### config.mk
export PLATFORM = sky130hd
export DESIGN_NAME = axi_bram_reader_flat
export DESIGN_NICKNAME = d
export VERILOG_FILES = /design/src/rtl/axi_bram_reader_pkg.sv /design/src/rtl/axi_bram_reader_if.sv /design/src/rtl/axi_bram_reader.sv /design/src/flat_wrapper.sv
export SDC_FILE = /design/constraint.sdc
export NUM_CORES = 1
export LEC_CHECK = 0
export BUFFER_PORTS_ARGS = -buffer_cell sky130_fd_sc_hd__buf_2
export CELL_PAD_IN_SITES_DETAIL_PLACEMENT = 2
export CELL_PAD_IN_SITES_GLOBAL_PLACEMENT = 2
export CORE_MARGIN = 1.5
export CORE_UTILIZATION = 23
export CTS_CLUSTER_SIZE = 24
export DETAILED_ROUTE_END_ITERATION = 8
export GPL_TIMING_DRIVEN = 1
export PLACE_DENSITY = 0.8
export SLEW_MARGIN = 20
export SYNTH_ARGS = -nofsm -noshare
export SYNTH_HDL_FRONTEND = slang
export SYNTH_SLANG_ARGS = --single-unit
### constraint.sdc
create_clock -name aclk -period 1.6 [get_ports aclk]
set_input_delay 0 -clock aclk [delete_from_list [all_inputs] [get_ports aclk]]
set_output_delay 0 -clock aclk [all_outputs]
set_load 0.1 [all_outputs]
### src/rtl/axi_bram_reader_pkg.sv
// Shared definitions for the BRAM reader/writer pair: address mapping helper,
// FSM state type and the fixed AXI response code.
package axi_bram_reader_pkg;

  typedef enum logic [1:0] {
    ST_IDLE,
    ST_READ,
    ST_WAIT,
    ST_RESP
  } state_t;

  localparam logic [1:0] RESP_OKAY = 2'b00;

  // Number of bits needed to represent value; clogb2(3) = 2 for a 4-byte bus.
  function automatic int clogb2(input int value);
    int r;
    r = 0;
    for (int v = value; v > 0; v = v >> 1) r++;
    return r;
  endfunction

endpackage

### src/rtl/axi_bram_reader_if.sv
// AXI4-Lite read channels (AR + R) between interconnect master and reader slave.
interface axi_bram_reader_if #(
  parameter int AXI_DATA_WIDTH = 32,
  parameter int AXI_ADDR_WIDTH = 32
);
  logic [AXI_ADDR_WIDTH-1:0] araddr;
  logic                      arvalid;
  logic                      arready;
  logic [AXI_DATA_WIDTH-1:0] rdata;
  logic [1:0]                rresp;
  logic                      rvalid;
  logic                      rready;

  modport slave (
    input  araddr, arvalid, rready,
    output arready, rdata, rresp, rvalid
  );

  modport master (
    output araddr, arvalid, rready,
    input  arready, rdata, rresp, rvalid
  );
endinterface

### src/rtl/axi_bram_reader.sv
// Single-outstanding AXI4-Lite read slave: one AXI read becomes one BRAM
// port-A read, and the captured word is returned on the R channel.
module axi_bram_reader
  import axi_bram_reader_pkg::*;
#(
  parameter int AXI_DATA_WIDTH    = 32,
  parameter int AXI_ADDR_WIDTH    = 32,
  parameter int BRAM_DATA_WIDTH   = 32,
  parameter int BRAM_ADDR_WIDTH   = 10,
  parameter int BRAM_READ_LATENCY = 1
) (
  input  logic                       aclk,
  input  logic                       aresetn,
  axi_bram_reader_if.slave           s_axi,
  output logic                       bram_porta_clk,
  output logic                       bram_porta_rst,
  output logic [BRAM_ADDR_WIDTH-1:0] bram_porta_addr,
  input  logic [BRAM_DATA_WIDTH-1:0] bram_porta_rddata,
  output logic                       bram_porta_en
);

  localparam int         ADDR_LSB = clogb2(AXI_DATA_WIDTH/8 - 1);
  localparam logic [1:0] LAT_M1   = 2'(BRAM_READ_LATENCY - 1);

  state_t                      r_state, w_next;
  logic [1:0]                  r_cnt;
  logic [BRAM_ADDR_WIDTH-1:0]  r_addr;
  logic [AXI_DATA_WIDTH-1:0]   r_rdata;
  logic                        w_unused_araddr;

  // Byte-offset and upper address bits are dropped, so addresses alias.
  assign w_unused_araddr = ^s_axi.araddr;

  always_ff @(posedge aclk or negedge aresetn) begin
    if (!aresetn) r_state <= ST_IDLE;
    else          r_state <= w_next;
  end

  always_comb begin
    w_next = r_state;
    case (r_state)
      ST_IDLE: if (s_axi.arvalid) w_next = ST_READ;
      ST_READ: w_next = ST_WAIT;
      ST_WAIT: if (r_cnt == 2'd0) w_next = ST_RESP;
      ST_RESP: if (s_axi.rready) w_next = ST_IDLE;
      default: w_next = ST_IDLE;
    endcase
  end

  always_ff @(posedge aclk or negedge aresetn) begin
    if (!aresetn) begin
      r_addr  <= '0;
      r_cnt   <= '0;
      r_rdata <= '0;
    end else begin
      if (r_state == ST_IDLE && s_axi.arvalid)
        r_addr <= s_axi.araddr[ADDR_LSB +: BRAM_ADDR_WIDTH];
      if (r_state == ST_READ)
        r_cnt <= LAT_M1;
      if (r_state == ST_WAIT) begin
        if (r_cnt == 2'd0) r_rdata <= AXI_DATA_WIDTH'(bram_porta_rddata);
        else               r_cnt   <= r_cnt - 2'd1;
      end
    end
  end

  // Handshake outputs decode straight from state so reset clears rvalid at once.
  assign s_axi.arready   = (r_state == ST_IDLE);
  assign s_axi.rvalid    = (r_state == ST_RESP);
  assign s_axi.rdata     = r_rdata;
  assign s_axi.rresp     = RESP_OKAY;

  assign bram_porta_clk  = aclk;
  assign bram_porta_rst  = ~aresetn;
  assign bram_porta_addr = r_addr;
  assign bram_porta_en   = (r_state == ST_READ);

endmodule

### src/flat_wrapper.sv
// flat-port wrapper written by rule: the top's interface ports become plain ports
module axi_bram_reader_flat import axi_bram_reader_pkg::*;
#(
  parameter int AXI_DATA_WIDTH    = 32,
  parameter int AXI_ADDR_WIDTH    = 32,
  parameter int BRAM_DATA_WIDTH   = 32,
  parameter int BRAM_ADDR_WIDTH   = 10,
  parameter int BRAM_READ_LATENCY = 1
)
  (aclk, aresetn, bram_porta_clk, bram_porta_rst, bram_porta_addr, bram_porta_rddata, bram_porta_en, s_axi_araddr, s_axi_arvalid, s_axi_rready, s_axi_arready, s_axi_rdata, s_axi_rresp, s_axi_rvalid);
  axi_bram_reader_if #(.AXI_DATA_WIDTH(AXI_DATA_WIDTH), .AXI_ADDR_WIDTH(AXI_ADDR_WIDTH)) s_axi_i ();
  input  logic aclk;
  input  logic aresetn;
  output logic bram_porta_clk;
  output logic bram_porta_rst;
  output logic [BRAM_ADDR_WIDTH-1:0] bram_porta_addr;
  input  logic [BRAM_DATA_WIDTH-1:0] bram_porta_rddata;
  output logic bram_porta_en;
  input wire logic [$bits(s_axi_i.araddr)-1:0] s_axi_araddr;
  input wire logic [$bits(s_axi_i.arvalid)-1:0] s_axi_arvalid;
  input wire logic [$bits(s_axi_i.rready)-1:0] s_axi_rready;
  output wire logic [$bits(s_axi_i.arready)-1:0] s_axi_arready;
  output wire logic [$bits(s_axi_i.rdata)-1:0] s_axi_rdata;
  output wire logic [$bits(s_axi_i.rresp)-1:0] s_axi_rresp;
  output wire logic [$bits(s_axi_i.rvalid)-1:0] s_axi_rvalid;
  assign s_axi_i.araddr = s_axi_araddr;
  assign s_axi_i.arvalid = s_axi_arvalid;
  assign s_axi_i.rready = s_axi_rready;
  assign s_axi_arready = s_axi_i.arready;
  assign s_axi_rdata = s_axi_i.rdata;
  assign s_axi_rresp = s_axi_i.rresp;
  assign s_axi_rvalid = s_axi_i.rvalid;
  axi_bram_reader #(.AXI_DATA_WIDTH(AXI_DATA_WIDTH), .AXI_ADDR_WIDTH(AXI_ADDR_WIDTH), .BRAM_DATA_WIDTH(BRAM_DATA_WIDTH), .BRAM_ADDR_WIDTH(BRAM_ADDR_WIDTH), .BRAM_READ_LATENCY(BRAM_READ_LATENCY)) u_core (.aclk(aclk), .aresetn(aresetn), .s_axi(s_axi_i), .bram_porta_clk(bram_porta_clk), .bram_porta_rst(bram_porta_rst), .bram_porta_addr(bram_porta_addr), .bram_porta_rddata(bram_porta_rddata), .bram_porta_en(bram_porta_en));
endmodule
==> flow_summary.toml, run 1 <==
[cells_and_area]
n_fill_cell = 770
n_antenna_cell = 0
area_growth_pct = 81.29
final_cell_mix = "90 x buf_2, 45 x dfrtp_1, 43 x dlygate4sd3_1, 32 x mux2_4, 11 x mux2_2"
final_common_cell = "buf_2"
layout-drive-gt1-share = 0.6190
nets = 344

[run]
cap_violations = 0

[sta]
fmax_mhz = 605.1
setup_total_negative_slack_ns = -0.06050
period_share = 1.033
drv_slew = 0
rsz0062_at_grt = "yes"
relSlewSlack = 0.5923
fin_skew_ns = 0.006571
worstMarginPinSlew_ns = 0.6116
setup_viol = 3
final_hold_viol_count = 0
worst_slack_ns = -0.05257
fin_crit_ns = 1.653

[die]
fp.coreArea_um2 = 7727
num_rows = 32
die_y_um = 92.58
num_io_pins = 117
die_x_um = 92.58
start_util = 0.2388
die_area_um2 = 8570

[drt]
dr.pass1.iters = 3
wl_per_cell_um = 17.09
avgViaCountPerCell = 4.115
vias = 1543
dr.first_iter.drc_count = 20
routed_wl_um = 6407
route.detailed.drc = 0
ant_nets = 0

[critical_path]
worstSetupEndpointType = "flop"
cp_max_fo = 4
startpoint_type = "flop"
worst_ep_arrival_time_ns = 1.94
worstPathRequired_ns = 1.88
critPathKind = "reg -> reg"

[synthesis]
synth_cells = 116
synthMuxAreaShare = 0.2624
yosysSeqAreaShare = 0.6237
synthTopCellsByArea = "dfrtp_1 62%, mux2_2 25%, ha_1 2.7%"
synth.distinct_cells = 18
synth.top_cell.area_share = 0.6237
synth_top_family_by_area = "multiplexers"
synth.ff_latch_count = 46
synth-xor-area-share = 0
syn_area_um2 = 1846
yosysWarnings = 0
yosys.area.top_type = "dfrtp_1"
synth_compound_area_frac = 0.01559
synth-simple-area-share = 0.03254
yosys.area_share.adder = 0.02712
syn_area_per_cell_um2 = 15.91

[status]
violations = "setup timing"
outcome = "finished, violations left"

[placed_design]
portBuffers = 92
gp_congestion = 0.6272
dpl.hpwl_um = 3441

[global_route]
grt_overflow = 0
grt_use_total = 0.1448
antenna_found_initial = 0
grt_pass1_vias = 1839
grt_pass1_wl_um = 9190
grt_max_degree = 47

[clock_network]
cts_tree = "built"
clkLatencyLatePin_ns = 0.40
path_clk_slew_ns = 0.08

[worst_hold_path]
min_path_type = "in -> reg"
## flip-flops by register name, summed over array words and instances (netlist names)
signal and cells:
u_core.bram_porta_addr 10, u_core.s_axi.rdata 32, u_core.r_cnt 2, u_core.r_state 2
## what timing repair did
action | CTS | global route
hold buffers | 43 | 0
gates resized for setup | 8 | 35
gates cloned | 2 | 2
endpoints found under the hold margin | 88 | 0
buffers inserted | 2 | 3
endpoints found under the setup margin | 34 | 33
pin swaps | 0 | 1
## layer usage
layer,track usage,vias to the layer above,wire (um)
met3,0.05583,6,362
met1,0.1350,768,2427
li1,-,703,-
met4,0.02949,0,38
met5,0,-,0
met2,0.2917,66,3578
## cell families (layout without fill, tap and decap cells)
group / count (synthesis) / count (layout)
adder cells (fa/ha/maj): 4 / 4
other: 1 / 2
AND/OR/NAND/NOR: 9 / 9
buffers and inverters: 9 / 165
multiplexers: 43 / 43
AO/OA/AOI/OAI: 4 / 4
flip-flops: 46 / 46
## worst paths after layout
check                                      start                endpoint  slack (ns)  cells past startpoint
max in group asynchronous                aresetn       u_core.r_state[1]        0.82                      3
hold reg to reg            u_core.s_axi.rdata[5]   u_core.s_axi.rdata[5]        0.51                      1
min in group asynchronous                aresetn  u_core.s_axi.rdata[18]        0.34                      3
setup reg to reg               u_core.r_state[1]       u_core.r_state[1]       -0.05                      6
setup / recovery               u_core.r_state[1]       u_core.r_state[1]       -0.05                      6
hold / removal                      s_axi_rready       u_core.r_state[0]        0.06                      3
## worst max-delay path, stage by stage (launching register included)
cell	delay [ns]
dfrtp_2	0.45
ha_4	0.17
buf_4	0.12
buf_4	0.12
o21a_1	0.11
nor3_2	0.22
mux2_2	0.35
## synthesized netlist by cell type (all sizes together)
cell type	n
dfrtp	46
mux2	43
buf	6
ha	4
inv	3
nand2	3
nor2b	2
and2	1
conb	1
nand2b	1
nor3	1
nor3b	1
o21a	1
o21ai	1
o22ai	1
o32a	1
## stage by stage
| stage | instances | setup WS, ns | instance area [um2] | hold slack, ns | util |
|---|---|---|---|---|---|
| final | 375 | -0.05257 | 3346 | 0.06079 | 0.4330 |
| after global routing | 375 | -0.1015 | 3346 | 0.04523 | 0.4330 |
| after CTS | 370 | -0.02787 | 3156 | 0.04817 | 0.4084 |
| after detailed placement | 312 | -0.03226 | 2491 | 0.2208 | 0.3224 |
| after global placement | 312 | -0.003791 | 2491 | 0.2134 | 0.3224 |
| after floorplan | 117 | -0.08060 | 1869 | -0.2956 | - |
## cell type report
cell class / instances / area, um2 / area share
flip-flops and latches: 46 / 1152 / 0.3444
repair buffers: 150 / 1131 / 0.3381
multi-input cells: 62 / 785.8 / 0.2349
clock buffers: 11 / 132.6 / 0.03964
well taps: 102 / 127.6 / 0.03814
inverters: 3 / 11.26 / 0.003366
clock inverters: 1 / 5.005 / 0.001496
Power of run 1 is left out: the tool's default activity adds up to more than one toggle a clock period on the data nets, which glitch-free logic cannot reach.
==> run 2: changes to the inputs <==
Settings changed: CELL_PAD_IN_SITES_DETAIL_PLACEMENT 2 to 1.
==> flow_summary.toml, run 2 (synthesis gave the netlist of run 1 again) <==
[cells_and_area]
nets = 339
final_cell_mix = "90 x buf_2, 45 x dfrtp_1, 43 x dlygate4sd3_1, 41 x mux2_2, 9 x clkbuf_8"
n_antenna_cell = 0
largest_register_ffs = 32
area_growth_pct = 69.36
finish.utilization = 0.4045
final_common_cell = "buf_2"
layout-drive-gt1-share = 0.6045
stdcell_count = 370

[global_route]
grt_overflow = 0
use_met3 = 0.06076
antenna_found_initial = 0
use_met2 = 0.2335
grt_pass1_vias = 1691
grt_max_degree = 47
use_met1 = 0.1295
grt_use_total = 0.1295
grt-busiest-layer = "met2"
grt_pass1_wl_um = 8259

[placed_design]
gp_congestion = 0.6272
pre_cts_ws_ns = -0.03740
portBuffers = 92
dpl.hpwl_um = 3100
place_inst = 312

[die]
die_x_um = 92.58
die_area_um2 = 8570
start_util = 0.2388
fp.coreArea_um2 = 7727
die_y_um = 92.58
num_rows = 32
num_io_pins = 117

[sta]
relSlewSlack = 0.6043
drv_slew = 0
period_share = 0.9873
rsz0062_at_grt = "yes"
setup_viol = 0
fin_crit_ns = 1.580
fmax_mhz = 633.1
final_hold_viol_count = 0
worst_slack_ns = 0.02038
worstMarginPinSlew_ns = 0.5936
fin_skew_ns = 0.004008
hold_ws_ns = 0.05777

[drt]
route.detailed.drc = 0
dr.first_iter.drc_count = 14
ant_nets = 0
avgViaCountPerCell = 4.070
wl_per_cell_um = 13.97
vias = 1506
routed_wl_um = 5168
dr.pass1.iters = 2

[critical_path]
worstSetupEndpointType = "flop"
startpoint_type = "flop"
worst_ep_arrival_time_ns = 1.86
cp_max_fo = 14
worstPathRequired_ns = 1.88
critPathKind = "reg -> reg"

[clock_network]
path_clk_slew_ns = 0.09
clkLatencyLatePin_ns = 0.40
cts_tree = "built"

[worst_hold_path]
min_path_type = "in -> reg"

[run]
cap_violations = 0

[status]
outcome = "completed"
[run 2: timing repair]
action | CTS | global route
endpoints found under the hold margin | 88 | 0
gates cloned | 1 | 0
setup buffers | 3 | 0
setup endpoints to repair | 33 | 34
hold buffers | 43 | 0
gates resized for setup | 5 | 2
[run 2: path summary, 6_finish.rpt]
kind | start | depth (start not counted) | to | slack, ns
setup reg to reg | u_core.r_state[0] | 6 | u_core.s_axi.rdata[30] | 0.02
max in group asynchronous | aresetn | 3 | u_core.r_state[1] | 0.87
hold / removal | s_axi_rready | 3 | u_core.r_state[0] | 0.06
min in group asynchronous | aresetn | 3 | u_core.s_axi.rdata[14] | 0.31
hold reg to reg | u_core.s_axi.rdata[24] | 1 | u_core.s_axi.rdata[24] | 0.49
setup / recovery | u_core.r_state[0] | 6 | u_core.s_axi.rdata[30] | 0.02
[run 2: critical path, cell delays in order, from the launching register on]
cell and delay [ns]:
dfrtp_1 0.39, inv_2 0.08, ha_4 0.13, nor3b_4 0.22, buf_4 0.16, buf_12 0.14
mux2_2 0.34
[run 2: area by class of cell]
| cell class | count | area (um2) |
|---|---|---|
| clock inverter | 1 | 5.005 |
| timing repair buffer | 145 | 1031 |
| fill | 818 | 4602 |
| clock buffer | 11 | 132.6 |
| inverter | 3 | 11.26 |
| tap | 102 | 127.6 |
| sequential | 46 | 1152 |
| multi-input combinational | 62 | 665.6 |
[run 2: layer usage]
layer / share of wire / up-vias
met3: 0.074 / 5
li1: - / 694
met5: 0 / -
met4: 0.0077 / 0
met2: 0.54 / 68
met1: 0.38 / 739
[run 2: stage by stage]
step	TNS (ns)	instance area, um2
finish	0	3126
global route	-1.249	3126
CTS	0	3122
detailed placement	-0.6557	2491
global placement	-0.02850	2491
floorplan	-2.443	1869
Power of run 2 is left out for the same reason.
==> run 3: changes to the inputs <==
Settings changed: CAP_MARGIN set to 20, GPL_TIMING_DRIVEN 1 to not set, PLACE_DENSITY 0.8 to not set, PLACE_DENSITY_LB_ADDON set to 0.1.
==> flow_summary.toml, run 3 (synthesis gave the netlist of run 1 again) <==
[status]
outcome = "completed"

[worst_hold_path]
worstHoldStart = "s_axi_rready"
hold_path_end = "u_core.r_state[0]"
min_path_cells = 3
min_path_type = "in -> reg"

[sta]
period_share = 0.9758
fmax_mhz = 640.5
drv_slew = 0
fin_skew_ns = 0.005066
setup_total_negative_slack_ns = 0
worstMarginPinSlew_ns = 0.5916
fin_crit_ns = 1.561
final_hold_viol_count = 0
setup_viol = 0
rsz0062_at_grt = "yes"
relSlewSlack = 0.6056

[drt]
dr.pass1.iters = 2
vias = 1501
wl_per_cell_um = 14.02
route.detailed.drc = 0
dr.first_iter.drc_count = 20
avgViaCountPerCell = 4.057
routed_wl_um = 5189
ant_nets = 0

[critical_path]
startpoint_type = "flop"
worstPathRequired_ns = 1.89
rr_startpoint = "u_core.r_state[0]"
r2r-end = "u_core.s_axi.rdata[8]"
r2r_cells = 6
r2r_setup_slack_ns = 0.04
cp_max_fo = 11
worstSetupEndpointType = "flop"
worst_ep_arrival_time_ns = 1.85
critPathKind = "reg -> reg"

[global_route]
use_met1 = 0.1332
grt_use_total = 0.1260
grt_overflow = 0
use_met3 = 0.03777
grt_pass1_vias = 1676
grt_max_degree = 47
grt-busiest-layer = "met2"
antenna_found_initial = 0
use_met2 = 0.2286
grt_pass1_wl_um = 8052

[die]
fp.coreArea_um2 = 7727
die_y_um = 92.58
die_area_um2 = 8570
start_util = 0.2388
num_io_pins = 117
die_x_um = 92.58
num_rows = 32

[cells_and_area]
final_common_cell = "buf_2"
largest_register_ffs = 32
final_cell_mix = "90 x buf_2, 45 x dfrtp_1, 43 x dlygate4sd3_1, 39 x mux2_2, 9 x buf_4"
layout-drive-gt1-share = 0.6082
n_fill_cell = 831
area_growth_pct = 70.30
nets = 339
n_antenna_cell = 0

[clock_network]
clkLatencyLatePin_ns = 0.40
cts_tree = "built"
path_clk_slew_ns = 0.08

[placed_design]
gp_congestion = 0.6787
dpl.hpwl_um = 3284
portBuffers = 92

[run]
cap_violations = 0
run 3: changes by cell type in the layout (fill, tap and decap cells not counted), sizes merged:
cell and delta:
clkbuf -1, clkinvlp +1, clkinv -1, bufinv +1
run 3: what timing repair did:
item	4_1_cts	5_1_grt
setup endpoints to repair	34	34
cloned	1	0
pin swaps	0	0
setup buffers	4	1
endpoints found under the hold margin	88	0
hold buffers	43	0
resized for setup	8	4
run 3: critical path, cell delays in order, from the launching register on:
cell	delay, ns
dfrtp_1	0.40
inv_2	0.08
ha_4	0.14
nor3b_4	0.20
buf_4	0.16
buf_16	0.13
mux2_2	0.33
run 3: how the worst max path moves through the flow:
stage                      startpoint  slack [ns]  cells past startpoint                     end
finish              u_core.r_state[0]        0.04                      6   u_core.s_axi.rdata[8]
global placement    u_core.r_state[0]       -0.05                      5  u_core.s_axi.rdata[18]
floorplan           u_core.r_state[0]       -0.08                      4       u_core.r_state[1]
detailed placement  u_core.r_state[0]        -0.1                      5   u_core.s_axi.rdata[9]
CTS                 u_core.r_state[0]       -0.02                      5   u_core.s_axi.rdata[0]
global route        u_core.r_state[0]       -0.02                      6   u_core.s_axi.rdata[1]
run 3: stage by stage:
step	setup WS [ns]	cells	area (um2)	hold slack [ns]	utilization
after floorplan	-0.08060	117	1869	-0.2956	-
after global placement	-0.05095	311	2471	0.1518	0.3198
after detailed placement	-0.09630	311	2471	0.1773	0.3198
after CTS	-0.02476	370	3146	0.04818	0.4071
after global routing	-0.02295	370	3143	0.04681	0.4067
final	0.03866	370	3143	0.05216	0.4067
run 3: cell type report:
type / count / area, um2 / share of cell area
clock buffers: 10 / 118.9 / 0.03782
clock inverters: 2 / 37.54 / 0.01194
inverters: 3 / 11.26 / 0.003583
multi-input cells: 62 / 676.9 / 0.2154
flip-flops and latches: 46 / 1152 / 0.3666
well taps: 102 / 127.6 / 0.04061
repair buffers: 145 / 1018 / 0.3240
run 3: layer usage:
| metal | vias up | wire (um) |
|---|---|---|
| li1 | 696 | - |
| met4 | 0 | 113 |
| met3 | 7 | 331 |
| met2 | 72 | 2683 |
| met1 | 726 | 2061 |
| met5 | - | 0 |
Power of run 3 is left out for the same reason.
